===== src/rtl/vga_sync_pkg.sv =====
// Shared VGA 640x480@60 timing constants and decode helper.
// Used by vga_sync, ModuloVGA and benches so they all agree on one set of numbers.
package vga_sync_pkg;

  localparam int CNT_W = 10;

  localparam int DEF_PIX_DIV   = 4;
  localparam int DEF_H_DISPLAY = 640;
  localparam int DEF_H_FRONT   = 16;
  localparam int DEF_H_SYNC    = 96;
  localparam int DEF_H_BACK    = 48;
  localparam int DEF_V_DISPLAY = 480;
  localparam int DEF_V_FRONT   = 10;
  localparam int DEF_V_SYNC    = 2;
  localparam int DEF_V_BACK    = 33;
  localparam bit DEF_SYNC_POL  = 1'b0;

  localparam int H_TOTAL  = DEF_H_DISPLAY + DEF_H_FRONT + DEF_H_SYNC + DEF_H_BACK;
  localparam int V_TOTAL  = DEF_V_DISPLAY + DEF_V_FRONT + DEF_V_SYNC + DEF_V_BACK;
  localparam int HS_START = DEF_H_DISPLAY + DEF_H_FRONT;
  localparam int HS_END   = HS_START + DEF_H_SYNC - 1;
  localparam int VS_START = DEF_V_DISPLAY + DEF_V_FRONT;
  localparam int VS_END   = VS_START + DEF_V_SYNC - 1;

  typedef struct packed {
    logic hs;
    logic vs;
    logic video_on;
  } sync_t;

  function automatic logic in_window(input logic [CNT_W-1:0] val,
                                     input logic [CNT_W-1:0] lo,
                                     input logic [CNT_W-1:0] hi);
    return (val >= lo) && (val <= hi);
  endfunction

endpackage


===== src/rtl/vga_pix_tick.sv =====
// Pixel-rate clock enable: one-cycle pulse every PIX_DIV system clocks.
module vga_pix_tick #(
  parameter int PIX_DIV = 4
) (
  input  logic i_clk,
  input  logic i_rst_n,
  output logic o_pix_en
);

  generate
    if (PIX_DIV <= 1) begin : g_every_clk
      logic w_unused_ok;
      assign w_unused_ok = i_clk ^ i_rst_n;
      assign o_pix_en    = 1'b1;
    end else begin : g_div
      localparam int DIV_W = $clog2(PIX_DIV);
      localparam logic [DIV_W-1:0] L_DIV_LAST = DIV_W'(PIX_DIV - 1);

      logic [DIV_W-1:0] r_div;

      always_ff @(posedge i_clk or negedge i_rst_n) begin
        if (!i_rst_n)
          r_div <= '0;
        else if (r_div == L_DIV_LAST)
          r_div <= '0;
        else
          r_div <= r_div + 1'b1;
      end

      assign o_pix_en = (r_div == L_DIV_LAST);
    end
  endgenerate

endmodule


===== src/rtl/vga_sync.sv =====
// VGA timing generator: pixel/line counters with registered sync and blanking decode.
// Decode is taken from the next counter values so flags and coordinates never skew.
module vga_sync
  import vga_sync_pkg::*;
#(
  parameter int PIX_DIV   = DEF_PIX_DIV,
  parameter int H_DISPLAY = DEF_H_DISPLAY,
  parameter int H_FRONT   = DEF_H_FRONT,
  parameter int H_SYNC    = DEF_H_SYNC,
  parameter int H_BACK    = DEF_H_BACK,
  parameter int V_DISPLAY = DEF_V_DISPLAY,
  parameter int V_FRONT   = DEF_V_FRONT,
  parameter int V_SYNC    = DEF_V_SYNC,
  parameter int V_BACK    = DEF_V_BACK,
  parameter bit SYNC_POL  = DEF_SYNC_POL
) (
  input  logic             CLK,
  input  logic             RST,
  output logic             HS,
  output logic             VS,
  output logic             Video_on,
  output logic [CNT_W-1:0] ADDRH,
  output logic [CNT_W-1:0] ADDRV
);

  localparam logic [CNT_W-1:0] L_H_LAST   = CNT_W'(H_DISPLAY + H_FRONT + H_SYNC + H_BACK - 1);
  localparam logic [CNT_W-1:0] L_V_LAST   = CNT_W'(V_DISPLAY + V_FRONT + V_SYNC + V_BACK - 1);
  localparam logic [CNT_W-1:0] L_H_DISP   = CNT_W'(H_DISPLAY);
  localparam logic [CNT_W-1:0] L_V_DISP   = CNT_W'(V_DISPLAY);
  localparam logic [CNT_W-1:0] L_HS_START = CNT_W'(H_DISPLAY + H_FRONT);
  localparam logic [CNT_W-1:0] L_HS_END   = CNT_W'(H_DISPLAY + H_FRONT + H_SYNC - 1);
  localparam logic [CNT_W-1:0] L_VS_START = CNT_W'(V_DISPLAY + V_FRONT);
  localparam logic [CNT_W-1:0] L_VS_END   = CNT_W'(V_DISPLAY + V_FRONT + V_SYNC - 1);

  logic             w_pix_en;
  logic [CNT_W-1:0] r_addrh;
  logic [CNT_W-1:0] r_addrv;
  logic [CNT_W-1:0] w_addrh_next;
  logic [CNT_W-1:0] w_addrv_next;
  sync_t            r_sync;
  sync_t            w_sync_next;

  vga_pix_tick #(
    .PIX_DIV (PIX_DIV)
  ) u_pix_tick (
    .i_clk    (CLK),
    .i_rst_n  (RST),
    .o_pix_en (w_pix_en)
  );

  always_comb begin
    w_addrh_next = r_addrh;
    w_addrv_next = r_addrv;
    if (w_pix_en) begin
      if (r_addrh == L_H_LAST) begin
        w_addrh_next = '0;
        if (r_addrv == L_V_LAST)
          w_addrv_next = '0;
        else
          w_addrv_next = r_addrv + 1'b1;
      end else begin
        w_addrh_next = r_addrh + 1'b1;
      end
    end
  end

  always_comb begin
    w_sync_next.hs       = in_window(w_addrh_next, L_HS_START, L_HS_END) ? SYNC_POL : ~SYNC_POL;
    w_sync_next.vs       = in_window(w_addrv_next, L_VS_START, L_VS_END) ? SYNC_POL : ~SYNC_POL;
    w_sync_next.video_on = (w_addrh_next < L_H_DISP) && (w_addrv_next < L_V_DISP);
  end

  // Flags load only on ticks so the reset state (0,0) keeps Video_on low until the first tick.
  always_ff @(posedge CLK or negedge RST) begin
    if (!RST) begin
      r_addrh         <= '0;
      r_addrv         <= '0;
      r_sync.hs       <= ~SYNC_POL;
      r_sync.vs       <= ~SYNC_POL;
      r_sync.video_on <= 1'b0;
    end else if (w_pix_en) begin
      r_addrh <= w_addrh_next;
      r_addrv <= w_addrv_next;
      r_sync  <= w_sync_next;
    end
  end

  assign ADDRH    = r_addrh;
  assign ADDRV    = r_addrv;
  assign HS       = r_sync.hs;
  assign VS       = r_sync.vs;
  assign Video_on = r_sync.video_on;

endmodule


===== config.mk =====
export PLATFORM = sky130hd
export DESIGN_NAME = vga_sync
export DESIGN_NICKNAME = d
export VERILOG_FILES = /design/src/rtl/vga_sync_pkg.sv /design/src/rtl/vga_pix_tick.sv /design/src/rtl/vga_sync.sv
export SDC_FILE = /design/constraint.sdc
export NUM_CORES = 1
export LEC_CHECK = 0
export CAP_MARGIN = 20
export CORE_MARGIN = 2
export CORE_UTILIZATION = 51
export DETAILED_ROUTE_END_ITERATION = 12
export PLACE_DENSITY = 0.86
export SLEW_MARGIN = 5
export SYNTH_ARGS = -nofsm -noshare
export SYNTH_HDL_FRONTEND = slang
export SYNTH_HIERARCHICAL = 1
export SYNTH_SLANG_ARGS = --single-unit
export TNS_END_PERCENT = 30

===== constraint.sdc =====
create_clock -name CLK -period 3.1 [get_ports CLK]
set_input_delay 0.93 -clock CLK [delete_from_list [all_inputs] [get_ports CLK]]
set_output_delay 0.93 -clock CLK [all_outputs]
set_load 0.005 [all_outputs]

==> results.txt <==
Mapped Avg Cell Area: 10.2 sq um
TritonCTS buffer count: 3
FFs w/ async S/R, synth: 1.00
max-slew violation count: 0
Worst Tran Pin Value: 0.632 ns
commonest non-fill, non-tap cell in the layout: clkdlybuf4s50_1
met2 Resource Use GR: 0.350
Worst Hold Slack: 0.431 ns
Post-Synth Adder-Cell Area: 0.0363
RSZ-0062 raised after global routing: no
GRT overflow: 0
yosys warns: 6
wire per inst: 16.7 um
Setup crit end: Video_on
Hold WC Path Type: reg2reg
CP max stage cell: nor4_4
worst slack at placement: 0.671 ns
fin nets: 170
PwrDens: 286 nW/um^2
Crit Path Max Fanout: 10
# rows: 18
insertion delay to the later sink of the worst-skew pair: 0.31 ns
post_cts resized: 0
CP Capture Type: register
ANT cells: 0
chip width: 56.0 um
DR vias/cell: 6.08
Area Growth Syn to Fin: 22.0%
Synth area leader: dfrtp_1
Post-Syn Area: 1380 sq um
worst setup margin: 0.647 ns
Yosys top cell area share: 0.417
GP Congestion: 0.902
CP Class: reg2reg
Worst setup SP type: register
final setup vio count: 0
core footprint: 2520 sq um
setup TNS: 0 ns
Synth Register Bits: 25
die area: 3140 sq um
period utilization: 0.791
Buffers on Ports: 24
DPL Wire Length: 2470 um
max incr delay on CP: 0.56 ns
Top Usage Layer GRT: met2
Critical Path Stages: 6
Root Driver: clkbuf_4
grt met1 use: 0.296
CP cell instances: or3b_4 > nor4_4 > nand4_1 > xnor2_1 > and4_1 > o32ai_1
M3 GR Usage: 0.0233
initial antenna violation count: 0
Reg2Reg Launch Point: ADDRH[6]
DRC violations left: 0
Antenna Violating Nets Remaining: 0
Reg clk slew, reported paths: 0.13 ns
syn nets: 141
total power: 481 uW
htree depth: 1
minimum clock period: 2.45 ns
drt total wl: 3220 um
relative slew slack: 0.576
CTS tree: yes
iteration count of the initial detailed-routing pass: 4
leakage power total: 0.745 nW
compound-gate portion of the synthesized area: 0.113
mux contribution to synthesized area: 0.00817
Peak VDD IR: 0.000266 V
CP bufs+invs: 0
Die Span Y: 56.0 um
largest family of logic cells by synthesized area: simple AND/OR/NAND/NOR gates
Fmax: 408 MHz
reg2reg end: Video_on
ys flop type: dfrtp_1
post-CTS setup buffer count: 0
most frequent cells in the layout: clkdlybuf4s50_1, dfrtp_1, nand3_1, nor2_1
Mapped Cells: 135
top post-synthesis cells by area: dfrtp_1, xor2_1, dfstp_2, ha_1, nand3_1
layout cell share with drive strength beyond 1: 0.0982
Final Util: 0.667
Max Buffers Root-to-Sink: 2
XOR/XNOR Fraction of Synth Area: 0.0753
Fin Clk Skew: 0.00130 ns
WP data arrival: 2.68 ns
status: completed
register area share after synthesis: 0.456
Max-cap violations: 0
CP Launch Point: ADDRH[6]
CP Data Required Time: 3.33 ns
largest net degree at the start of global routing: 15
Boundary Pins: 25
Total GRT Usage: 0.217
Post-CTS Hold Buffers: 0
number of global-route vias before repair: 1170
Synth cell types: 45
simple-gate share of the synthesized area: 0.275
first-pass GRT wire length: 5430 um
final count of hold timing violations: 0
Sink Count: 25
initial drt markers: 29
Vias: 1174
delay-heaviest family, CP: simple AND/OR/NAND/NOR gates
R2R depth: 6
worst reg2reg setup slack: 0.65 ns
Post-synth EDFFs: 0
initial core utilization: 0.547
## cells by family (layout without fill, tap and decap cells)
kind of cell,count (synthesis),in the layout
adder cells (fa/ha/maj),4,4
AND/OR/NAND/NOR,61,61
multiplexers,1,1
XOR/XNOR,11,11
buffers and inverters,11,39
AO/OA/AOI/OAI,22,22
flip-flops,25,25
## layer usage
metal  share of wire  vias to the layer above  wire length [um]
met5               0                        -                 0
met1            0.43                      568              1390
met2            0.50                       52              1600
li1                -                      545                 -
met3           0.052                        9               169
met4           0.017                        0                55
## power by group
group | total [mW] | switching [mW] | internal (mW)
combinational | 0.00825 | 0.00632 | 0.00192
clock | 0.146 | 0.0958 | 0.0503
sequential | 0.326 | 0 | 0.326
total | 0.481 | 0.102 | 0.378
## registers in the layout, indices dropped and copies added (netlist names)
| signal | flops |
|---|---|
| u_pix_tick/g_div.r_div | 2 |
| ADDRH | 10 |
| ADDRV | 10 |
| HS | 1 |
| Video_on | 1 |
| VS | 1 |
## stage by stage
step,cell area [sq um],cells
final,1680,193
after global routing,1680,193
after CTS,1680,193
after detailed placement,1660,189
after global placement,1660,189
after floorplan,1380,135
## worst min path at each step
stage	start	to	slack [ns]	depth (start not counted)
finish	u_pix_tick/g_div.r_div[0]	u_pix_tick/g_div.r_div[0]	0.43	1
global route	u_pix_tick/g_div.r_div[0]	u_pix_tick/g_div.r_div[0]	0.46	1
CTS	u_pix_tick/g_div.r_div[0]	u_pix_tick/g_div.r_div[0]	0.43	1
detailed placement	u_pix_tick/g_div.r_div[0]	u_pix_tick/g_div.r_div[0]	0.42	1
global placement	u_pix_tick/g_div.r_div[0]	u_pix_tick/g_div.r_div[0]	0.41	1
floorplan	u_pix_tick/g_div.r_div[0]	u_pix_tick/g_div.r_div[0]	0.40	1
## cell usage after synthesis (all sizes together) (2+ instances only)
cell,n
a31oi,2
a41oi,2
and2,2
and3,6
and4,2
buf,2
dfrtp,23
dfstp,2
ha,4
inv,9
nand2,9
nand2b,2
nand3,10
nand3b,3
nand4,3
nor2,10
nor3,4
nor4,2
o21ai,6
o22ai,2
o31ai,3
or3,2
xnor2,3
xor2,8
## worst register-to-register path, stage by stage (launching register included)
cell and delay [ns]:
dfrtp_1 0.47, or3b_4 0.46, nor4_4 0.56, nand4_1 0.22, xnor2_1 0.18, and4_1 0.21, o32ai_1 0.27
## final cells by class
class / count / area, sq um
fillers: 197 / 841
multi-input cells: 99 / 701
flip-flops and latches: 25 / 628
repair buffers: 26 / 255
well taps: 30 / 37.5
inverters: 9 / 33.8
clock buffers: 4 / 26.3
(Power assumes the default switching activity.)
